File: src/rtl/ann_image_sequencer_if.sv
// ---------------------------------------------------------------------------
// ann_image_sequencer_if
// Bundles the two handshakes of the image sequencer:
//   - ANN request side : start_detecting / image_address out, done_processing /
//                        seven_seg back from the ANN core.
//   - result side      : result_valid / result_data / result_index out,
//                        result_ready back from the downstream consumer.
// master : the sequencer (drives requests and results).
// slave  : the environment (ANN core plus result consumer).
// ---------------------------------------------------------------------------
interface ann_image_sequencer_if #(
   parameter int ADDR_W = 10,
   parameter int CNT_W  = 6
);
   logic              start_detecting;
   logic [ADDR_W-1:0] image_address;
   logic              done_processing;
   logic [7:0]        seven_seg;
   logic              result_valid;
   logic              result_ready;
   logic [7:0]        result_data;
   logic [CNT_W-1:0]  result_index;

   modport master (
      output start_detecting, image_address, result_valid, result_data, result_index,
      input  done_processing, seven_seg, result_ready
   );

   modport slave (
      input  start_detecting, image_address, result_valid, result_data, result_index,
      output done_processing, seven_seg, result_ready
   );
endinterface

File: src/rtl/ann_image_sequencer.sv
// ---------------------------------------------------------------------------
// ann_image_sequencer
// Walks a batch of images stored back-to-back in image SRAM, issues one
// detection request per image to the ANN core, waits (bounded) for its
// completion pulse and hands each result downstream over valid/ready.
// Ports:
//   clk, reset        : clock, synchronous active-high reset
//   start             : begin a batch (only honoured while idle)
//   base_address      : SRAM address of image 0, latched on accepted start
//   num_images        : images in the batch, latched on accepted start
//   bus (master)      : ANN request/response and result handshake signals
//   busy              : high from accepted start until the finish cycle ends
//   batch_done        : one-cycle pulse at end of batch (normal or aborted)
//   timeout_err       : sticky; set when the ANN fails to respond in time
// All outputs come straight from registers.
// ---------------------------------------------------------------------------
module ann_image_sequencer #(
   parameter int IMAGE_SIZE     = 64,
   parameter int ADDR_W         = 10,
   parameter int CNT_W          = 6,
   parameter int TIMEOUT_CYCLES = 4096
) (
   input  logic                 clk,
   input  logic                 reset,
   input  logic                 start,
   input  logic [ADDR_W-1:0]    base_address,
   input  logic [CNT_W-1:0]     num_images,
   ann_image_sequencer_if.master bus,
   output logic                 busy,
   output logic                 batch_done,
   output logic                 timeout_err
);

   localparam int TW = (TIMEOUT_CYCLES > 1) ? $clog2(TIMEOUT_CYCLES) : 1;
   localparam logic [TW-1:0] T_LAST = TW'(TIMEOUT_CYCLES - 1);

   typedef enum logic [2:0] {
      S_IDLE   = 3'd0,
      S_ISSUE  = 3'd1,
      S_WAIT   = 3'd2,
      S_HOLD   = 3'd3,
      S_FINISH = 3'd4
   } state_t;

   state_t            state_r, state_s;
   logic [ADDR_W-1:0] base_r, base_s;
   logic [CNT_W-1:0]  num_r, num_s;
   logic [CNT_W-1:0]  index_r, index_s;
   logic [TW-1:0]     tcnt_r, tcnt_s;
   logic              req_r, req_s;
   logic [ADDR_W-1:0] addr_r, addr_s;
   logic              valid_r, valid_s;
   logic [7:0]        data_r, data_s;
   logic [CNT_W-1:0]  ridx_r, ridx_s;
   logic              busy_r, busy_s;
   logic              bdone_r, bdone_s;
   logic              terr_r, terr_s;

   // Image address = base + idx*IMAGE_SIZE, silently wrapping to ADDR_W bits.
   function automatic logic [ADDR_W-1:0] addr_calc(input logic [ADDR_W-1:0] base,
                                                    input logic [CNT_W-1:0]  idx);
      logic [31:0] sum;
      sum = 32'(base) + (32'(idx) * 32'(IMAGE_SIZE));
      return sum[ADDR_W-1:0];
   endfunction

   // Next-state and next-output logic; register outputs are computed one cycle
   // ahead so that e.g. start_detecting is high exactly while in ISSUE.
   always_comb begin
      state_s = state_r;
      base_s  = base_r;
      num_s   = num_r;
      index_s = index_r;
      tcnt_s  = tcnt_r;
      req_s   = 1'b0;
      addr_s  = addr_r;
      valid_s = valid_r;
      data_s  = data_r;
      ridx_s  = ridx_r;
      busy_s  = busy_r;
      bdone_s = 1'b0;
      terr_s  = terr_r;
      case (state_r)
         S_IDLE: begin
            if (start) begin
               base_s  = base_address;
               num_s   = num_images;
               index_s = {CNT_W{1'b0}};
               terr_s  = 1'b0;
               busy_s  = 1'b1;
               if (num_images == {CNT_W{1'b0}}) begin
                  state_s = S_FINISH;
                  bdone_s = 1'b1;
               end else begin
                  state_s = S_ISSUE;
                  req_s   = 1'b1;
                  addr_s  = addr_calc(base_address, {CNT_W{1'b0}});
               end
            end else begin
               state_s = S_IDLE;
            end
         end
         S_ISSUE: begin
            // done_processing is deliberately not looked at here
            tcnt_s  = {TW{1'b0}};
            state_s = S_WAIT;
         end
         S_WAIT: begin
            // done has priority over a timeout falling in the same cycle
            if (bus.done_processing) begin
               data_s  = bus.seven_seg;
               ridx_s  = index_r;
               valid_s = 1'b1;
               state_s = S_HOLD;
            end else if (tcnt_r == T_LAST) begin
               terr_s  = 1'b1;
               bdone_s = 1'b1;
               state_s = S_FINISH;
            end else begin
               tcnt_s  = tcnt_r + TW'(1);
            end
         end
         S_HOLD: begin
            if (valid_r && bus.result_ready) begin
               valid_s = 1'b0;
               index_s = index_r + CNT_W'(1);
               if (index_r == (num_r - CNT_W'(1))) begin
                  bdone_s = 1'b1;
                  state_s = S_FINISH;
               end else begin
                  req_s   = 1'b1;
                  addr_s  = addr_calc(base_r, index_r + CNT_W'(1));
                  state_s = S_ISSUE;
               end
            end else begin
               state_s = S_HOLD;
            end
         end
         S_FINISH: begin
            busy_s  = 1'b0;
            state_s = S_IDLE;
         end
         default: begin
            state_s = S_IDLE;
            valid_s = 1'b0;
            busy_s  = 1'b0;
         end
      endcase
   end

   // State and output registers with synchronous reset.
   always_ff @(posedge clk) begin
      if (reset) begin
         state_r <= S_IDLE;
         base_r  <= {ADDR_W{1'b0}};
         num_r   <= {CNT_W{1'b0}};
         index_r <= {CNT_W{1'b0}};
         tcnt_r  <= {TW{1'b0}};
         req_r   <= 1'b0;
         addr_r  <= {ADDR_W{1'b0}};
         valid_r <= 1'b0;
         data_r  <= 8'h00;
         ridx_r  <= {CNT_W{1'b0}};
         busy_r  <= 1'b0;
         bdone_r <= 1'b0;
         terr_r  <= 1'b0;
      end else begin
         state_r <= state_s;
         base_r  <= base_s;
         num_r   <= num_s;
         index_r <= index_s;
         tcnt_r  <= tcnt_s;
         req_r   <= req_s;
         addr_r  <= addr_s;
         valid_r <= valid_s;
         data_r  <= data_s;
         ridx_r  <= ridx_s;
         busy_r  <= busy_s;
         bdone_r <= bdone_s;
         terr_r  <= terr_s;
      end
   end

   assign bus.start_detecting = req_r;
   assign bus.image_address   = addr_r;
   assign bus.result_valid    = valid_r;
   assign bus.result_data     = data_r;
   assign bus.result_index    = ridx_r;
   assign busy                = busy_r;
   assign batch_done          = bdone_r;
   assign timeout_err         = terr_r;

endmodule
File: src/flat_wrapper.sv
// flat-port wrapper written by rule: the top's interface ports become plain ports
module ann_image_sequencer_flat 
#(
   parameter int IMAGE_SIZE     = 64,
   parameter int ADDR_W         = 10,
   parameter int CNT_W          = 6,
   parameter int TIMEOUT_CYCLES = 4096
)
  (clk, reset, start, base_address, num_images, busy, batch_done, timeout_err, bus_start_detecting, bus_image_address, bus_result_valid, bus_result_data, bus_result_index, bus_done_processing, bus_seven_seg, bus_result_ready);
  ann_image_sequencer_if #(.ADDR_W(ADDR_W), .CNT_W(CNT_W)) bus_i ();
  input  logic clk;
  input  logic reset;
  input  logic start;
  input  logic [ADDR_W-1:0] base_address;
  input  logic [CNT_W-1:0] num_images;
  output logic busy;
  output logic batch_done;
  output logic timeout_err;
  output wire logic [$bits(bus_i.start_detecting)-1:0] bus_start_detecting;
  output wire logic [$bits(bus_i.image_address)-1:0] bus_image_address;
  output wire logic [$bits(bus_i.result_valid)-1:0] bus_result_valid;
  output wire logic [$bits(bus_i.result_data)-1:0] bus_result_data;
  output wire logic [$bits(bus_i.result_index)-1:0] bus_result_index;
  input wire logic [$bits(bus_i.done_processing)-1:0] bus_done_processing;
  input wire logic [$bits(bus_i.seven_seg)-1:0] bus_seven_seg;
  input wire logic [$bits(bus_i.result_ready)-1:0] bus_result_ready;
  assign bus_start_detecting = bus_i.start_detecting;
  assign bus_image_address = bus_i.image_address;
  assign bus_result_valid = bus_i.result_valid;
  assign bus_result_data = bus_i.result_data;
  assign bus_result_index = bus_i.result_index;
  assign bus_i.done_processing = bus_done_processing;
  assign bus_i.seven_seg = bus_seven_seg;
  assign bus_i.result_ready = bus_result_ready;
  ann_image_sequencer #(.IMAGE_SIZE(IMAGE_SIZE), .ADDR_W(ADDR_W), .CNT_W(CNT_W), .TIMEOUT_CYCLES(TIMEOUT_CYCLES)) u_core (.clk(clk), .reset(reset), .start(start), .base_address(base_address), .num_images(num_images), .bus(bus_i), .busy(busy), .batch_done(batch_done), .timeout_err(timeout_err));
endmodule
File: config.mk
export PLATFORM = sky130hd
export DESIGN_NAME = ann_image_sequencer_flat
export DESIGN_NICKNAME = d
export VERILOG_FILES = /design/src/rtl/ann_image_sequencer_if.sv /design/src/rtl/ann_image_sequencer.sv /design/src/flat_wrapper.sv
export SDC_FILE = /design/constraint.sdc
export NUM_CORES = 1
export LEC_CHECK = 0
export ABC_AREA = 1
export CORE_UTILIZATION = 57
export CTS_CLUSTER_SIZE = 8
export DETAILED_ROUTE_END_ITERATION = 6
export PLACE_DENSITY = 0.85
export SYNTH_ARGS = -nofsm -noshare
export SYNTH_HDL_FRONTEND = slang
export SYNTH_SLANG_ARGS = --single-unit
File: constraint.sdc
create_clock -name clk -period 3.3 [get_ports clk]
set_input_delay 0.495 -clock clk [delete_from_list [all_inputs] [get_ports clk]]
set_output_delay 0.495 -clock clk [all_outputs]
set_load 0.1 [all_outputs]
# == Word level (Yosys, flattened, before mapping) ==
# Index checks and enable logic that the tools add are counted.
# W data, S select, Z words.
# classes
add_sub_neg,4
n_mul,0
n_div,0
magnitude_cmp,0
eq_ne,15
shifts,0
mux,39
bitwise_logic,2
reduce_logical,16
# op_table
cell,n
$mux W10,4
$mux W12,2
$pmux W12 S2,1
$pmux W10 S2,1
$mux W3,6
$mux W1,16
$add A12 B1 Y12 const B,1
$eq A12 B12 Y1 const B,1
$mux W6,2
$ne A2 B2 Y1 const B,6
$pmux W3 S4,1
$pmux W6 S2,1
$add A10 B10 Y10,1
$reduce_and A3 Y1,3
$add A6 B1 Y6 const B,1
$eq A3 B2 Y1 const B,2
$eq A6 B6 Y1,1
$logic_not A6 Y1,1
$pmux W1 S2,3
$pmux W1 S3,2
$reduce_and A2 Y1,3
$reduce_bool A2 Y1,3
$reduce_or A3 Y1,2
$sub A6 B1 Y6 const B,1
other kinds (9),11
# word_totals
reg_bits,66
latchBits,0
ramBits,0
mem_bits_ro,0
in_bits,29
out_inout_bits,29
word_cells,89
mem_count,0

# == Logic depth before layout (Yosys ltp) ==
# Gate-level depths: netlist of run 1.
# logic_depth
ltp_word,5
mapped_depth,13
depth_no_buf,13

# == Worst setup path after synthesis of run 1 ==
# OpenSTA, ideal clock, no wires.
# synth_timing
path_type,reg2reg
from,"register u_core.valid_r, in the netlist u_core.bus.result_valid"
to,"register u_core.addr_r[1], in the netlist u_core.bus.image_address[1]"
setup_ns,0.112
arrival_time_ns,1.854
required_time_ns,3.188
setup_slack_ns,1.334
path_stages_with_launch,9
n_path_buf,1
period_less_slack_ns,1.966
cell_sequence,dfxtp_1 -> nand2_1 -> nand2_1 -> nand3_4 -> a21oi_2 -> nand2_1 -> buf_6 -> nor2_2 -> nor2_1
# synth_between
elab_chain_len,3
# synth_rtl
element,line_no,rtl
from (decl),ann_image_sequencer.sv:52,"logic valid_r, valid_s;"
from (signal assigned),ann_image_sequencer.sv:175,valid_r <= valid_s;
$logic_and A1 B1 Y1,ann_image_sequencer.sv:124,if (valid_r && bus.result_ready) begin
$ne A2 B1 Y1 (no source line),--,
$reduce_and A5 Y1 (no source line),--,
to (signal assigned),ann_image_sequencer.sv:160,addr_r <= {ADDR_W{1'b0}};
to (signal assigned),ann_image_sequencer.sv:174,addr_r <= addr_s;
to (decl),ann_image_sequencer.sv:51,"logic [ADDR_W-1:0] addr_r, addr_s;"
# No other way between the ends.
# A chain may end at the register's enable or synchronous reset.

# == Final worst setup path of run 1 ==
# layout_timing
from,"register u_core.addr_r[0], in the netlist u_core.bus.image_address[0]"
to,output bus_image_address[0]
# layout_lines
element,line_no,rtl
to (decl),flat_wrapper.sv:20,output wire logic [$bits(bus_i.image_address)-1:0] bus_image_address;
# No word-level cell between the ends.

==> impl_metrics.toml, run 1 <==
[min_path]
hold_depth = 2
hp-class = "register to register"

[synthesis]
synthCells = 478
avgSynthCellArea_sq_um = 6.89
syn_nets = 514
synth_warnings = 0
synth_seq_area_share_pct = 40.1
synth_cell_types = 36
syn_area_sq_mm = 0.00329
synthFlopType = "dfxtp_1"
synth_edf_count = 0
synth_seq_cells = 66
async_flop_share_pct = 0

[floorplan]
initial_core_util_pct = 59.4
rows = 27
die_area_sq_mm = 0.00609
coreArea_sq_mm = 0.00554
io_pins = 58
die_h_um = 78.0
die_w_um = 78.0

[route]
first_pass_iters = 5
wl_met2_um = 3690
ant_nets = 0
drt_wl_total_um = 8200
highest_layer = "met4"
vias = 3302
wl_met3_um = 605
drc = 0
drt_iter0_markers = 250
avgRoutedWirePerCell_um = 13.4
via_per_inst = 5.41
met1_length_um = 3680

[global_route]
grt_pass1_vias = 3125
antenna_found_initial = 0
grt_start_max_net_pins = 32
grt_usage_pct = 29.1
overflow = 0
grt_pass1_wl_um = 13900

[placement]
io_buffers = 57
dp_hpwl_um = 5610
place_congestion = 0.846
dp_cells = 594

[worst_setup_path]
path_depth = 1
critical_path_peak_fanout = 2
path_cells = "clkdlybuf4s50_1"
critPathMaxStageDelay_ns = 1.15
critPathLaunchType = "register"
worstSetupPathType = "register to output pin"
crit_slowest_cell = "clkdlybuf4s50_1"
critPathRequiredTime_ns = 2.80
cp_data_arrival_time_ns = 1.87
crit_path_end_kind = "output pin"
rr_worst_depth = 9
critPathTopFamily = "buffers and inverters"
crit_buf_inv = 1

[pwr]
peakVddDrop_mv = 0.392
p_leak_nw = 1.80
power_density_mw_per_mm2 = 629

[clocking]
cts_buffer_depth = 2
clock_sinks = 66
post_cts_buffers = 0
cts_root_buffer = "clkbuf_8"
ctsResizeCount = 0
numCtsBuffers = 9
path_clk_slew_ns = 0.07
h-tree-depth = 3
clk_latency_ns = 0.34
cts_tree = "yes"
ctsHoldBuffers = 0

[run_status]
status = "complete, no violations"

[cells_and_area]
drive_gt1_share_pct = 10.2
diodes = 0
final_cells = 610
areaGrowthSynthToFinish_pct = 25.4
nets = 569

[timing]
fmax_ghz = 0.424
rsz0062_at_grt = "false"
finClkSkew_ns = 0.00795
slew-limit-headroom_pct = 34.0
min_period_ns = 2.36
report.final.slew_viol_count = 0
worstMarginPinSlew_ns = 0.987
setup_violations = 0
final.setup.tns_ns = 0
final_hold_viol_count = 0
fin_crit_sh_pct = 71.5

[job]
cap_violations = 0
==> final timing paths <==
| path | start | endpoint | slack [ns] |
|---|---|---|---|
| worst max register to register | u_core.state_r[2]$_SDFFE_PP0P_ | u_core.bus.image_address[0]$_SDFFE_PP0P_ | 1.19 |
| worst min register to register | u_core.base_r[2]$_SDFFE_PP0P_ | u_core.base_r[2]$_SDFFE_PP0P_ | 0.45 |
| worst min-delay path | u_core.base_r[2]$_SDFFE_PP0P_ | u_core.base_r[2]$_SDFFE_PP0P_ | 0.45 |
| worst max-delay path | u_core.bus.image_address[0]$_SDFFE_PP0P_ | bus_image_address[0] | 0.94 |
==> state kept, by name (all words and copies together), names as in the netlist <==
name / cells
u_core.tcnt_r: 12
u_core.state_r: 3
u_core.bus.image_address: 10
u_core.num_r: 6
u_core.busy: 1
u_core.index_r: 6
u_core.bus.start_detecting: 1
u_core.batch_done: 1
u_core.bus.result_data: 8
u_core.bus.result_valid: 1
u_core.base_r: 10
u_core.timeout_err: 1
u_core.bus.result_index: 6
==> cell usage after synthesis, types with 2 or more instances <==
cell | count | area, sq um
nand3_1 | 27 | 135
a21oi_1 | 33 | 165
a31oi_1 | 3 | 18.8
o21ai_1 | 2 | 10.0
nand3b_1 | 3 | 22.5
inv_2 | 9 | 33.8
nor2_4 | 2 | 22.5
dfxtp_1 | 66 | 1320
o21ai_0 | 40 | 200
buf_2 | 6 | 30.0
nand2_2 | 3 | 18.8
nor3b_1 | 2 | 15.0
clkbuf_1 | 6 | 22.5
buf_6 | 3 | 33.8
a21oi_2 | 2 | 17.5
inv_1 | 49 | 184
nand2_1 | 105 | 394
nor3_1 | 6 | 30.0
nand4_1 | 10 | 62.6
nor2_2 | 14 | 87.6
ha_1 | 6 | 75.1
xor2_1 | 3 | 26.3
nor2_1 | 65 | 244
==> power breakdown <==
group | internal (mW) | switching (mW) | leakage [nW]
registers | 0.877 | 0.0494 | 0.540
clock network | 0.502 | 0.319 | 0.120
logic | 0.224 | 0.627 | 1.14
total | 1.60 | 0.995 | 1.80
==> metal layers <==
metal  global-route usage, %  up-vias
met4                    13.5        0
met5                       0        -
met2                    47.6      136
li1                        -     1630
met3                    6.16       23
met1                    36.7     1513
==> kinds of logic (layout without fill, tap and decap cells) <==
family / Yosys count / after routing / synth area share (%)
adder cells (fa/ha/maj): 7 / 7 / 2.89
flip-flops: 66 / 66 / 40.1
buffers and inverters: 76 / 136 / 9.65
AO/OA/AOI/OAI: 83 / 83 / 13.2
XOR/XNOR: 4 / 4 / 1.06
AND/OR/NAND/NOR: 242 / 242 / 33.1
==> cell usage in the layout, fill, tap and decap left out, types with 2 or more instances in the layout <==
master,count
ha_1,6
nand3b_1,3
dfxtp_1,66
nand3_1,27
o21ai_1,2
nor2_1,65
a31oi_1,3
a21oi_1,33
nor2_2,14
xor2_1,3
clkbuf_8,9
clkdlybuf4s50_1,57
a21oi_2,2
nor3b_1,2
buf_4,4
nor3_1,6
nand2_2,3
o21ai_0,40
nand2_1,105
inv_2,9
clkinv_2,3
inv_1,49
nand4_1,10
nor2_4,2
bufinv_16,3
==> per-stage QoR <==
stage	setup slack, ns	total power [mW]	area (sq um)	hold slack [ns]	util [%]
floorplan	1.33	1.60	3290	0.424	-
global route	0.881	2.72	4130	0.476	74.5
global placement	1.13	1.77	3890	0.433	70.2
detailed placement	1.08	1.78	3890	0.441	70.2
finish	0.940	2.60	4130	0.450	74.5
CTS	0.938	2.60	4130	0.451	74.5
==> cell type report <==
cell class	instances	area (sq um)
tap	72	90.1
multi-input combinational	336	1650
inverter	59	223
sequential	66	1320
timing repair buffer	61	601
clock buffer	9	124
fill	424	1410
clock inverter	7	116
Power figures use the tool's default switching activity.
==> inputs of run 2 (changes only) <==
--- a/config.mk
+++ b/config.mk
@@ -6,10 +6,10 @@
 export NUM_CORES = 1
 export LEC_CHECK = 0
 export ABC_AREA = 1
-export CORE_UTILIZATION = 57
+export CORE_UTILIZATION = 48
 export CTS_CLUSTER_SIZE = 8
 export DETAILED_ROUTE_END_ITERATION = 6
-export PLACE_DENSITY = 0.85
+export PLACE_DENSITY = 0.77
 export SYNTH_ARGS = -nofsm -noshare
 export SYNTH_HDL_FRONTEND = slang
 export SYNTH_SLANG_ARGS = --single-unit
==> constraint.sdc (replaced) <==
create_clock -name clk -period 1.9 [get_ports clk]
set_input_delay 0.285 -clock clk [delete_from_list [all_inputs] [get_ports clk]]
set_output_delay 0.285 -clock clk [all_outputs]
set_load 0.1 [all_outputs]
==> run 2 against run 1 <==
Compared with the run above: the flow now finishes with violations (design-rule violations); sequential cell count unchanged; sequential share of layout area is 0.23 points lower; clock skew increased by 0.0046 ns; largest cell class unchanged.
==> impl_metrics.toml, run 2 (synthesis results as in run 1) <==
[run_status]
status = "complete, but fails checks"
violations = "design-rule violations"

[floorplan]
die_w_um = 84.8
coreArea_sq_mm = 0.00649
die_h_um = 84.8
rows = 29
die_area_sq_mm = 0.00720
initial_core_util_pct = 50.7
io_pins = 58

[cells_and_area]
final_common_cell = "nand2_1"
largest_register_ffs = 12
drive_gt1_share_pct = 17.9
areaGrowthSynthToFinish_pct = 26.5
final_cell_mix = "nand2_1 (105), nor2_1 (65), dfxtp_1 (64)"
diodes = 0
regMostFlops = "u_core.tcnt_r"
fillers = 559
nets = 577
design_area_sq_mm = 0.00417

[worst_setup_path]
critPathRequiredTime_ns = 2.19
critical_path_peak_fanout = 3
cp_data_arrival_time_ns = 2.08
rr_worst_depth = 10
critPathLaunchType = "register"
crit_path_end_kind = "register"
worstSetupPathType = "register to register"

[route]
drt_iter0_markers = 226
first_pass_iters = 7
drc = 4
vias = 3208
ant_nets = 0
drt_wl_total_um = 7970
avgRoutedWirePerCell_um = 12.8
via_per_inst = 5.15

[timing]
setup_violations = 0
fin_crit_sh_pct = 94.2
slew-limit-headroom_pct = 54.7
fin_ws_ns = 0.110
hold_ws_ns = 0.450
worstMarginPinSlew_ns = 0.674
min_period_ns = 1.79
final_hold_viol_count = 0
fmax_ghz = 0.559
final.setup.tns_ns = 0
report.final.slew_viol_count = 0
finClkSkew_ns = 0.0125

[clocking]
clk_latency_ns = 0.35
clock_sinks = 66
cts_buffer_depth = 2
cts_root_buffer = "clkbuf_8"
post_cts_buffers = 0
h-tree-depth = 3
numCtsBuffers = 9
cts_tree = "yes"
path_clk_slew_ns = 0.08

[global_route]
grt_pass1_wl_um = 13300
grt_pass1_vias = 3041
overflow = 0
antenna_found_initial = 0
grt_usage_pct = 23.3
grt_start_max_net_pins = 45

[pwr]
p_leak_nw = 1.88
peakVddDrop_mv = 0.530
p_total_mw = 4.46
power_density_mw_per_mm2 = 1070

[placement]
place_area_sq_mm = 0.00390
io_buffers = 57
dp_hpwl_um = 5600
place_congestion = 0.856
place_ws_ns = 0.0757

[job]
cap_violations = 0

[min_path]
hp-class = "register to register"
hold_depth = 2
[run 2: worst max-delay path, stage by stage, from the launching register on]
cell and delay, ns:
dfxtp_1 0.34, ha_1 0.20, xor2_1 0.20, ha_1 0.30
and3_1 0.18, nor2_1 0.11, nand3b_1 0.12, nand3_1 0.06
nand2_1 0.09, nor2_2 0.05, nor2_1 0.08
[run 2: path summary, 6_finish.rpt]
kind,start,endpoint,slack (ns)
min reg2reg,u_core.base_r[3]$_SDFFE_PP0P_,u_core.base_r[3]$_SDFFE_PP0P_,0.45
max,u_core.index_r[0]$_SDFFE_PP0P_,u_core.bus.image_address[9]$_SDFFE_PP0P_,0.11
min,u_core.base_r[3]$_SDFFE_PP0P_,u_core.base_r[3]$_SDFFE_PP0P_,0.45
max reg2reg,u_core.index_r[0]$_SDFFE_PP0P_,u_core.bus.image_address[9]$_SDFFE_PP0P_,0.11
[run 2: routing by layer]
layer | vias up | track usage, % | part of all wire [%]
met1 | 1431 | 29.2 | 48
met4 | 0 | 10.3 | 1.6
met3 | 13 | 5.54 | 6.0
met2 | 104 | 38.2 | 44
met5 | - | 0 | 0
li1 | 1660 | - | -
[run 2: metrics by stage]
stage	std cells	utilization, %
6_report	623	64.1
5_1_grt	623	64.1
4_1_cts	622	63.6
3_5_place_dp	606	60.1
3_3_place_gp	606	60.1
2_1_floorplan	478	-
[run 2: what timing repair did]
item,in CTS,in global routing
gates resized for setup,0,7
hold buffers,0,0
setup endpoints to repair,0,20
[run 2: cell type report]
| cell class | count | area [sq um] | area share (%) |
|---|---|---|---|
| clock inverter | 6 | 90.1 | 2.16 |
| sequential | 66 | 1320 | 31.8 |
| multi-input combinational | 337 | 1690 | 40.6 |
| inverter | 59 | 223 | 5.35 |
| timing repair buffer | 68 | 606 | 14.5 |
| tap | 77 | 96.3 | 2.31 |
| clock buffer | 10 | 138 | 3.30 |
[run 2: report_power, final]
part	internal [mW]	switching, mW
logic	0.414	1.09
registers	1.52	0.0817
clock network	0.774	0.574
total	2.71	1.74
==> inputs of run 3 (changes only) <==
--- a/config.mk
+++ b/config.mk
@@ -13,3 +13,4 @@
 export SYNTH_ARGS = -nofsm -noshare
 export SYNTH_HDL_FRONTEND = slang
 export SYNTH_SLANG_ARGS = --single-unit
+export TNS_END_PERCENT = 30
==> results of run 3 <==
Final layout, timing and power as in run 2 (identical DEF).
